File: src/rtl/mem_stage_if.sv
// Execute-to-memory-stage bus: execute outputs, data-memory handshake and writeback/forwarding outputs.
interface mem_stage_if;
  localparam int unsigned DW = 16;
  localparam int unsigned AW = 14;
  localparam int unsigned CW = 4;
  localparam int unsigned IW = 5;

  logic [CW-1:0] control_in;
  logic [DW-1:0] result_in;
  logic [DW-1:0] addr_in;
  logic [IW-1:0] dest_index_in;
  logic          write_en_in;
  logic [AW-1:0] target_in;
  logic [DW-1:0] mem_rdata;
  logic          mem_ready;

  logic          mem_req;
  logic          mem_we;
  logic [AW-1:0] mem_addr;
  logic [DW-1:0] mem_wdata;
  logic          stall;
  logic [CW-1:0] wb_control;
  logic [DW-1:0] wb_data;
  logic [IW-1:0] wb_dest;
  logic          wb_we;
  logic [AW-1:0] target_out;
  logic          mem_error;

  modport slave (
    input  control_in, result_in, addr_in, dest_index_in, write_en_in, target_in,
           mem_rdata, mem_ready,
    output mem_req, mem_we, mem_addr, mem_wdata, stall, wb_control, wb_data,
           wb_dest, wb_we, target_out, mem_error
  );

  modport master (
    output control_in, result_in, addr_in, dest_index_in, write_en_in, target_in,
           mem_rdata, mem_ready,
    input  mem_req, mem_we, mem_addr, mem_wdata, stall, wb_control, wb_data,
           wb_dest, wb_we, target_out, mem_error
  );
endinterface

File: src/rtl/mem_stage.sv
// Memory-access pipeline stage: issues LOAD/STORE over a req/ready handshake, stalls upstream
// while waiting, and turns a memory that never answers into a sticky error.
module mem_stage #(
  parameter int unsigned TIMEOUT = 15
) (
  input  logic      clk,
  input  logic      rst_n,
  mem_stage_if.slave bus
);
  localparam int unsigned DW   = 16;
  localparam int unsigned AW   = 14;
  localparam int unsigned CW   = 4;
  localparam int unsigned IW   = 5;
  localparam int unsigned CNTW = 8;

  localparam logic [CW-1:0]   OP_NOP    = 4'b0000;
  localparam logic [CW-1:0]   OP_LOAD   = 4'b1100;
  localparam logic [CW-1:0]   OP_STORE  = 4'b1110;
  localparam logic [CNTW-1:0] TIMEOUT_C = CNTW'(TIMEOUT);

  typedef enum logic {IDLE, REQ} state_e;

  state_e          state_q, state_d;
  logic [CNTW-1:0] cnt_q, cnt_d;
  logic            mem_req_q, mem_req_d;
  logic            mem_we_q, mem_we_d;
  logic [AW-1:0]   mem_addr_q, mem_addr_d;
  logic [DW-1:0]   mem_wdata_q, mem_wdata_d;
  logic [IW-1:0]   dest_q, dest_d;
  logic [CW-1:0]   wb_control_q, wb_control_d;
  logic [DW-1:0]   wb_data_q, wb_data_d;
  logic [IW-1:0]   wb_dest_q, wb_dest_d;
  logic            wb_we_q, wb_we_d;
  logic [AW-1:0]   target_q, target_d;
  logic            err_q, err_d;
  logic            is_mem_c;
  logic            stall_c;
  logic [1:0]      unused_addr_hi;

  assign unused_addr_hi = bus.addr_in[DW-1:AW];

  // Next-state and output decode; mem_we_q doubles as the latched op of the outstanding access.
  always_comb begin
    state_d      = state_q;
    cnt_d        = cnt_q;
    mem_req_d    = mem_req_q;
    mem_we_d     = mem_we_q;
    mem_addr_d   = mem_addr_q;
    mem_wdata_d  = mem_wdata_q;
    dest_d       = dest_q;
    wb_control_d = wb_control_q;
    wb_data_d    = wb_data_q;
    wb_dest_d    = wb_dest_q;
    wb_we_d      = wb_we_q;
    target_d     = target_q;
    err_d        = err_q;
    stall_c      = 1'b0;
    is_mem_c     = (bus.control_in == OP_LOAD) || (bus.control_in == OP_STORE);

    case (state_q)
      IDLE: begin
        target_d = bus.target_in;
        if (is_mem_c) begin
          stall_c      = 1'b1;
          mem_req_d    = 1'b1;
          mem_we_d     = (bus.control_in == OP_STORE);
          mem_addr_d   = bus.addr_in[AW-1:0];
          mem_wdata_d  = bus.result_in;
          dest_d       = bus.dest_index_in;
          cnt_d        = '0;
          wb_control_d = OP_NOP;
          wb_data_d    = '0;
          wb_we_d      = 1'b0;
          state_d      = REQ;
        end else begin
          wb_control_d = bus.control_in;
          wb_data_d    = bus.result_in;
          wb_dest_d    = bus.dest_index_in;
          wb_we_d      = bus.write_en_in;
        end
      end
      REQ: begin
        stall_c = !bus.mem_ready && (cnt_q != TIMEOUT_C);
        if (bus.mem_ready) begin
          mem_req_d = 1'b0;
          mem_we_d  = 1'b0;
          wb_dest_d = dest_q;
          state_d   = IDLE;
          if (mem_we_q) begin
            wb_control_d = OP_STORE;
            wb_data_d    = mem_wdata_q;
            wb_we_d      = 1'b0;
          end else begin
            wb_control_d = OP_LOAD;
            wb_data_d    = bus.mem_rdata;
            wb_we_d      = 1'b1;
          end
        end else if (cnt_q != TIMEOUT_C) begin
          cnt_d = cnt_q + CNTW'(1);
        end else begin
          // Memory never answered: abort with a bubble and latch the error.
          mem_req_d    = 1'b0;
          mem_we_d     = 1'b0;
          err_d        = 1'b1;
          wb_control_d = OP_NOP;
          wb_data_d    = '0;
          wb_we_d      = 1'b0;
          state_d      = IDLE;
        end
      end
      default: state_d = IDLE;
    endcase
  end

  always_ff @(posedge clk or negedge rst_n) begin
    if (!rst_n) begin
      state_q      <= IDLE;
      cnt_q        <= '0;
      mem_req_q    <= 1'b0;
      mem_we_q     <= 1'b0;
      mem_addr_q   <= '0;
      mem_wdata_q  <= '0;
      dest_q       <= '0;
      wb_control_q <= '0;
      wb_data_q    <= '0;
      wb_dest_q    <= '0;
      wb_we_q      <= 1'b0;
      target_q     <= '0;
      err_q        <= 1'b0;
    end else begin
      state_q      <= state_d;
      cnt_q        <= cnt_d;
      mem_req_q    <= mem_req_d;
      mem_we_q     <= mem_we_d;
      mem_addr_q   <= mem_addr_d;
      mem_wdata_q  <= mem_wdata_d;
      dest_q       <= dest_d;
      wb_control_q <= wb_control_d;
      wb_data_q    <= wb_data_d;
      wb_dest_q    <= wb_dest_d;
      wb_we_q      <= wb_we_d;
      target_q     <= target_d;
      err_q        <= err_d;
    end
  end

  // Stall is forced low while reset is held so upstream is never frozen by a stale opcode.
  assign bus.stall      = rst_n & stall_c;
  assign bus.mem_req    = mem_req_q;
  assign bus.mem_we     = mem_we_q;
  assign bus.mem_addr   = mem_addr_q;
  assign bus.mem_wdata  = mem_wdata_q;
  assign bus.wb_control = wb_control_q;
  assign bus.wb_data    = wb_data_q;
  assign bus.wb_dest    = wb_dest_q;
  assign bus.wb_we      = wb_we_q;
  assign bus.target_out = target_q;
  assign bus.mem_error  = err_q;
endmodule

File: src/flat_wrapper.sv
// flat-port wrapper written by rule: the top's interface ports become plain ports
module mem_stage_flat 
#(
  parameter int unsigned TIMEOUT = 15
)
  (clk, rst_n, bus_control_in, bus_result_in, bus_addr_in, bus_dest_index_in, bus_write_en_in, bus_target_in, bus_mem_rdata, bus_mem_ready, bus_mem_req, bus_mem_we, bus_mem_addr, bus_mem_wdata, bus_stall, bus_wb_control, bus_wb_data, bus_wb_dest, bus_wb_we, bus_target_out, bus_mem_error);
  mem_stage_if bus_i ();
  input  logic clk;
  input  logic rst_n;
  input wire logic [$bits(bus_i.control_in)-1:0] bus_control_in;
  input wire logic [$bits(bus_i.result_in)-1:0] bus_result_in;
  input wire logic [$bits(bus_i.addr_in)-1:0] bus_addr_in;
  input wire logic [$bits(bus_i.dest_index_in)-1:0] bus_dest_index_in;
  input wire logic [$bits(bus_i.write_en_in)-1:0] bus_write_en_in;
  input wire logic [$bits(bus_i.target_in)-1:0] bus_target_in;
  input wire logic [$bits(bus_i.mem_rdata)-1:0] bus_mem_rdata;
  input wire logic [$bits(bus_i.mem_ready)-1:0] bus_mem_ready;
  output wire logic [$bits(bus_i.mem_req)-1:0] bus_mem_req;
  output wire logic [$bits(bus_i.mem_we)-1:0] bus_mem_we;
  output wire logic [$bits(bus_i.mem_addr)-1:0] bus_mem_addr;
  output wire logic [$bits(bus_i.mem_wdata)-1:0] bus_mem_wdata;
  output wire logic [$bits(bus_i.stall)-1:0] bus_stall;
  output wire logic [$bits(bus_i.wb_control)-1:0] bus_wb_control;
  output wire logic [$bits(bus_i.wb_data)-1:0] bus_wb_data;
  output wire logic [$bits(bus_i.wb_dest)-1:0] bus_wb_dest;
  output wire logic [$bits(bus_i.wb_we)-1:0] bus_wb_we;
  output wire logic [$bits(bus_i.target_out)-1:0] bus_target_out;
  output wire logic [$bits(bus_i.mem_error)-1:0] bus_mem_error;
  assign bus_i.control_in = bus_control_in;
  assign bus_i.result_in = bus_result_in;
  assign bus_i.addr_in = bus_addr_in;
  assign bus_i.dest_index_in = bus_dest_index_in;
  assign bus_i.write_en_in = bus_write_en_in;
  assign bus_i.target_in = bus_target_in;
  assign bus_i.mem_rdata = bus_mem_rdata;
  assign bus_i.mem_ready = bus_mem_ready;
  assign bus_mem_req = bus_i.mem_req;
  assign bus_mem_we = bus_i.mem_we;
  assign bus_mem_addr = bus_i.mem_addr;
  assign bus_mem_wdata = bus_i.mem_wdata;
  assign bus_stall = bus_i.stall;
  assign bus_wb_control = bus_i.wb_control;
  assign bus_wb_data = bus_i.wb_data;
  assign bus_wb_dest = bus_i.wb_dest;
  assign bus_wb_we = bus_i.wb_we;
  assign bus_target_out = bus_i.target_out;
  assign bus_mem_error = bus_i.mem_error;
  mem_stage #(.TIMEOUT(TIMEOUT)) u_core (.clk(clk), .rst_n(rst_n), .bus(bus_i));
endmodule
File: config.mk
export PLATFORM = sky130hd
export DESIGN_NAME = mem_stage_flat
export DESIGN_NICKNAME = d
export VERILOG_FILES = /design/src/rtl/mem_stage_if.sv /design/src/rtl/mem_stage.sv /design/src/flat_wrapper.sv
export SDC_FILE = /design/constraint.sdc
export NUM_CORES = 1
export LEC_CHECK = 0
export CELL_PAD_IN_SITES_DETAIL_PLACEMENT = 0
export CELL_PAD_IN_SITES_GLOBAL_PLACEMENT = 1
export CORE_UTILIZATION = 34
export CTS_BUF_LIST = sky130_fd_sc_hd__clkbuf_2 sky130_fd_sc_hd__clkbuf_4 sky130_fd_sc_hd__clkbuf_8
export DETAILED_ROUTE_END_ITERATION = 16
export HOLD_SLACK_MARGIN = 0.12
export PLACE_DENSITY = 0.87
export SLEW_MARGIN = 5
export SYNTH_ARGS = -nofsm -noshare
export SYNTH_HDL_FRONTEND = slang
export SYNTH_SLANG_ARGS = --single-unit
File: constraint.sdc
create_clock -name clk -period 2.05 [get_ports clk]
set_clock_uncertainty 0.2 [all_clocks]
set_input_delay 0.41 -clock clk [delete_from_list [all_inputs] [get_ports clk]]
set_output_delay 0.41 -clock clk [all_outputs]
set_load 0.03 [all_outputs]
==> results_dict.tcl, run 1 <==
set metrics [dict create \
    outcome "complete, but fails checks" \
    failed_checks "setup timing" \
    grt_pass1_vias 3633 \
    dpl_cell_area_mm2 0.005635 \
    setup_violations 1 \
    min_period_ns 2.311 \
    slew-limit-headroom 0.6932 \
    syn-num-nets 452 \
    final_common_cell "nand2_1" \
    critPathLaunchType "flop" \
    clkPwrFrac 0.245 \
    critPathKind "flop to output pin" \
    fillers 998 \
    rrSetupSlack_ns 0.04 \
    power_density_mw_per_mm2 867.3 \
    holdPathStages 2 \
    vias 3506 \
    first_pass_iters 4 \
    numPortBuffers 146 \
    htreeDepth 3 \
    numCtsBuffers 9 \
    synthCells 376 \
    seq_area_frac_synth 0.5668 \
    period_share 1.127 \
    syn_area_mm2 0.003841 \
    clock-sinks 87 \
    avgSynthCellArea_um2 10.22 \
    swShare 0.3403 \
    rsz0062_at_grt "true" \
    worstHoldPathType "flop to flop" \
    ios 149 \
    combPwrFrac 0.328 \
    critical_path_arrival_ns 1.70 \
    synth_edf_count 0 \
    rows 38 \
    die_y_um 108.3 \
    ant_nets 0 \
    area_growth_pct 54.33 \
    place.gp.congestion 0.8051 \
    leakage_nw 2.916 \
    regToRegEndpoint "u_core.cnt_q[0]" \
    first_iter_violations 239 \
    start_util 0.3513 \
    cts_tree "yes" \
    max_stage_delay_ns 0.58 \
    achievable-frequency_mhz 432.8 \
    detail_route.drc_violations 0 \
    synthArstFlopShare 1.000 \
    yosysUniqueCellTypes 40 \
    r2r-start "u_core.cnt_q[7]" \
    ys.flop_type "dfrtp_1" \
    hpwl_um 8013 \
    cp_slowest_cell "or4_4" \
    tightest_slew_ns 0.4602 \
    track_usage 0.2026 \
    vias_per_cell 5.141 \
    wirelength_um 11500 \
    max-vdd-ir-drop_uv 372.5 \
    cts_buffer_depth 2 \
    postLayoutSetupSlackWorst_ns -0.2607 \
    drv_slew 0 \
    yosys_warnings 0 \
    design_area_mm2 0.005928 \
    layout_common_cells "120 x nand2_1, 104 x clkdlybuf4s50_1, 87 x dfrtp_1" \
    maxCapViolCount 0 \
    nets 613 \
    grt-ovfl-total 0 \
    clk_pin_slew_ns 0.08 \
    pwr-share-seq 0.426 \
    die_w_um 108.3 \
    dieArea_mm2 0.01173 \
    root_buffer "clkbuf_8" \
    drive_gt1_frac 0.1458 \
    grt_first_pass_wirelength_um 18090 \
    wl_per_cell_um 16.87 \
    ys_ff_latch 87 \
    cp-end-kind "output pin" \
    holdPathEnd "u_core.bus.mem_addr[13]" \
    hold_violations 0 \
    r2r_cells 5 \
    worstSkewPairLatency_ns 0.35 \
    intPower_w 0.003392 \
    worstPathCellList "or4_4 -> o21ai_4 -> a21boi_4 -> buf_6" \
    cp.required_ns 1.44 \
    grt_start_max_net_pins 88 \
    p_switching_w 0.001749 \
    post-layout-total-power_w 0.005142 \
    antenna_cells 0 \
    min_from "u_core.bus.mem_addr[13]" \
    antenna_found_initial 0 \
    core_mm2 0.01094 \
    critPathMaxFanout 2 \
]
[state kept, by name, indices dropped and copies added (netlist names)]
register               count
u_core.bus.target_out     14
u_core.bus.wb_data        16
u_core.state_q             1
u_core.bus.wb_dest         5
u_core.dest_q              5
u_core.bus.wb_control      4
u_core.bus.mem_wdata      16
u_core.bus.mem_req         1
u_core.bus.mem_we          1
u_core.bus.wb_we           1
u_core.bus.mem_error       1
u_core.cnt_q               8
u_core.bus.mem_addr       14
[layout make-up]
cell class | instances | area (um2) | share of cell area
tap | 140 | 175.2 | 0.02955
clock buffer | 13 | 172.7 | 0.02913
clock inverter | 3 | 40.04 | 0.006754
sequential | 87 | 2177 | 0.3672
inverter | 1 | 3.754 | 0.0006332
multi-input combinational | 259 | 1555 | 0.2623
timing repair buffer | 179 | 1804 | 0.3043
[power groups by stage]
| stage | sequential, W | clock [W] | combinational (W) |
|---|---|---|---|
| 2_1_floorplan | 0.00265 | 0 | 0.000445 |
| 3_3_place_gp | 0.00221 | 0 | 0.00170 |
| 3_5_place_dp | 0.00223 | 0 | 0.00173 |
| 4_1_cts | 0.00219 | 0.00130 | 0.00171 |
| 5_1_grt | 0.00223 | 0.00137 | 0.00181 |
| 6_report | 0.00219 | 0.00126 | 0.00169 |
[per-layer routing]
metal / vias up / global-route usage / part of all wire / wire length (um)
met2: 119 / 0.3271 / 0.49 / 5644
met1: 1715 / 0.2616 / 0.42 / 4818
met4: 0 / 0.07046 / 0.019 / 216
li1: 1656 / - / - / -
met5: - / 0 / 0 / 0
met3: 16 / 0.05546 / 0.072 / 823
[critical path: cells and delay by family, from the launching register on]
family	cells	cell delay [ns]
DFF	1	0.39
buffers and inverters	1	0.14
AOI/OAI and AO/OA	2	0.24
and+or+nand+nor	1	0.58
[through the flow]
step	hold slack, ns	instances	util	setup slack [ns]	TNS, ns
global route	0.3106	682	0.5421	-0.3126	-0.3126
finish	0.2699	682	0.5421	-0.2607	-0.2607
global placement	0.2573	663	0.5153	-0.1257	-0.9969
detailed placement	0.2626	663	0.5153	-0.1674	-1.677
CTS	0.2805	682	0.5364	-0.3027	-0.3027
floorplan	-0.08559	376	-	0.02512	0
[worst max-delay path by stage]
stage	from	endpoint	slack, ns	cells past startpoint
after floorplan	u_core.cnt_q[4]	bus_stall	0.03	4
after global placement	bus_control_in[0]	u_core.bus.wb_dest[0]	-0.13	5
after detailed placement	bus_mem_ready	bus_stall	-0.17	5
after CTS	u_core.cnt_q[7]	bus_stall	-0.30	4
after global routing	u_core.cnt_q[7]	bus_stall	-0.31	4
final	u_core.cnt_q[7]	bus_stall	-0.26	4
[synth_stat cells, types with 5 or more instances]
master	count	share of area
a211oi_1	16	0.031
o221a_2	5	0.015
nand2_1	120	0.12
a22oi_1	16	0.031
mux2_2	14	0.041
clkbuf_1	11	0.011
nand3_1	23	0.030
a21oi_1	5	0.0065
mux2i_1	9	0.023
dfrtp_1	87	0.57
a31oi_1	16	0.026
buf_2	13	0.017
[logic make-up after synthesis]
kind of cell    count (synthesis)  share of synthesized area
mux                            23                    0.06450
flops                          87                     0.5668
simple gates                  160                     0.1831
fa+ha+maj                       1                   0.003257
buf+inv                        30                    0.03746
compound gates                 75                     0.1450
[what timing repair did]
item | CTS | global route
pin swaps | 3 | 1
endpoints found under the setup margin | 16 | 30
resized for setup | 17 | 25
hold buffers | 1 | 0
endpoints found under the hold margin | 87 | 0
buffers inserted | 2 | 0
Power figures use the tool's default switching activity.
==> inputs of run 2 (changes only) <==
--- a/config.mk
+++ b/config.mk
@@ -9,6 +9,7 @@
 export CELL_PAD_IN_SITES_GLOBAL_PLACEMENT = 1
 export CORE_UTILIZATION = 34
 export CTS_BUF_LIST = sky130_fd_sc_hd__clkbuf_2 sky130_fd_sc_hd__clkbuf_4 sky130_fd_sc_hd__clkbuf_8
+export CTS_CLUSTER_SIZE = 20
 export DETAILED_ROUTE_END_ITERATION = 16
 export HOLD_SLACK_MARGIN = 0.12
 export PLACE_DENSITY = 0.87
==> results of run 2 <==
No change in the layout: final DEF, timing and power equal those of run 1.
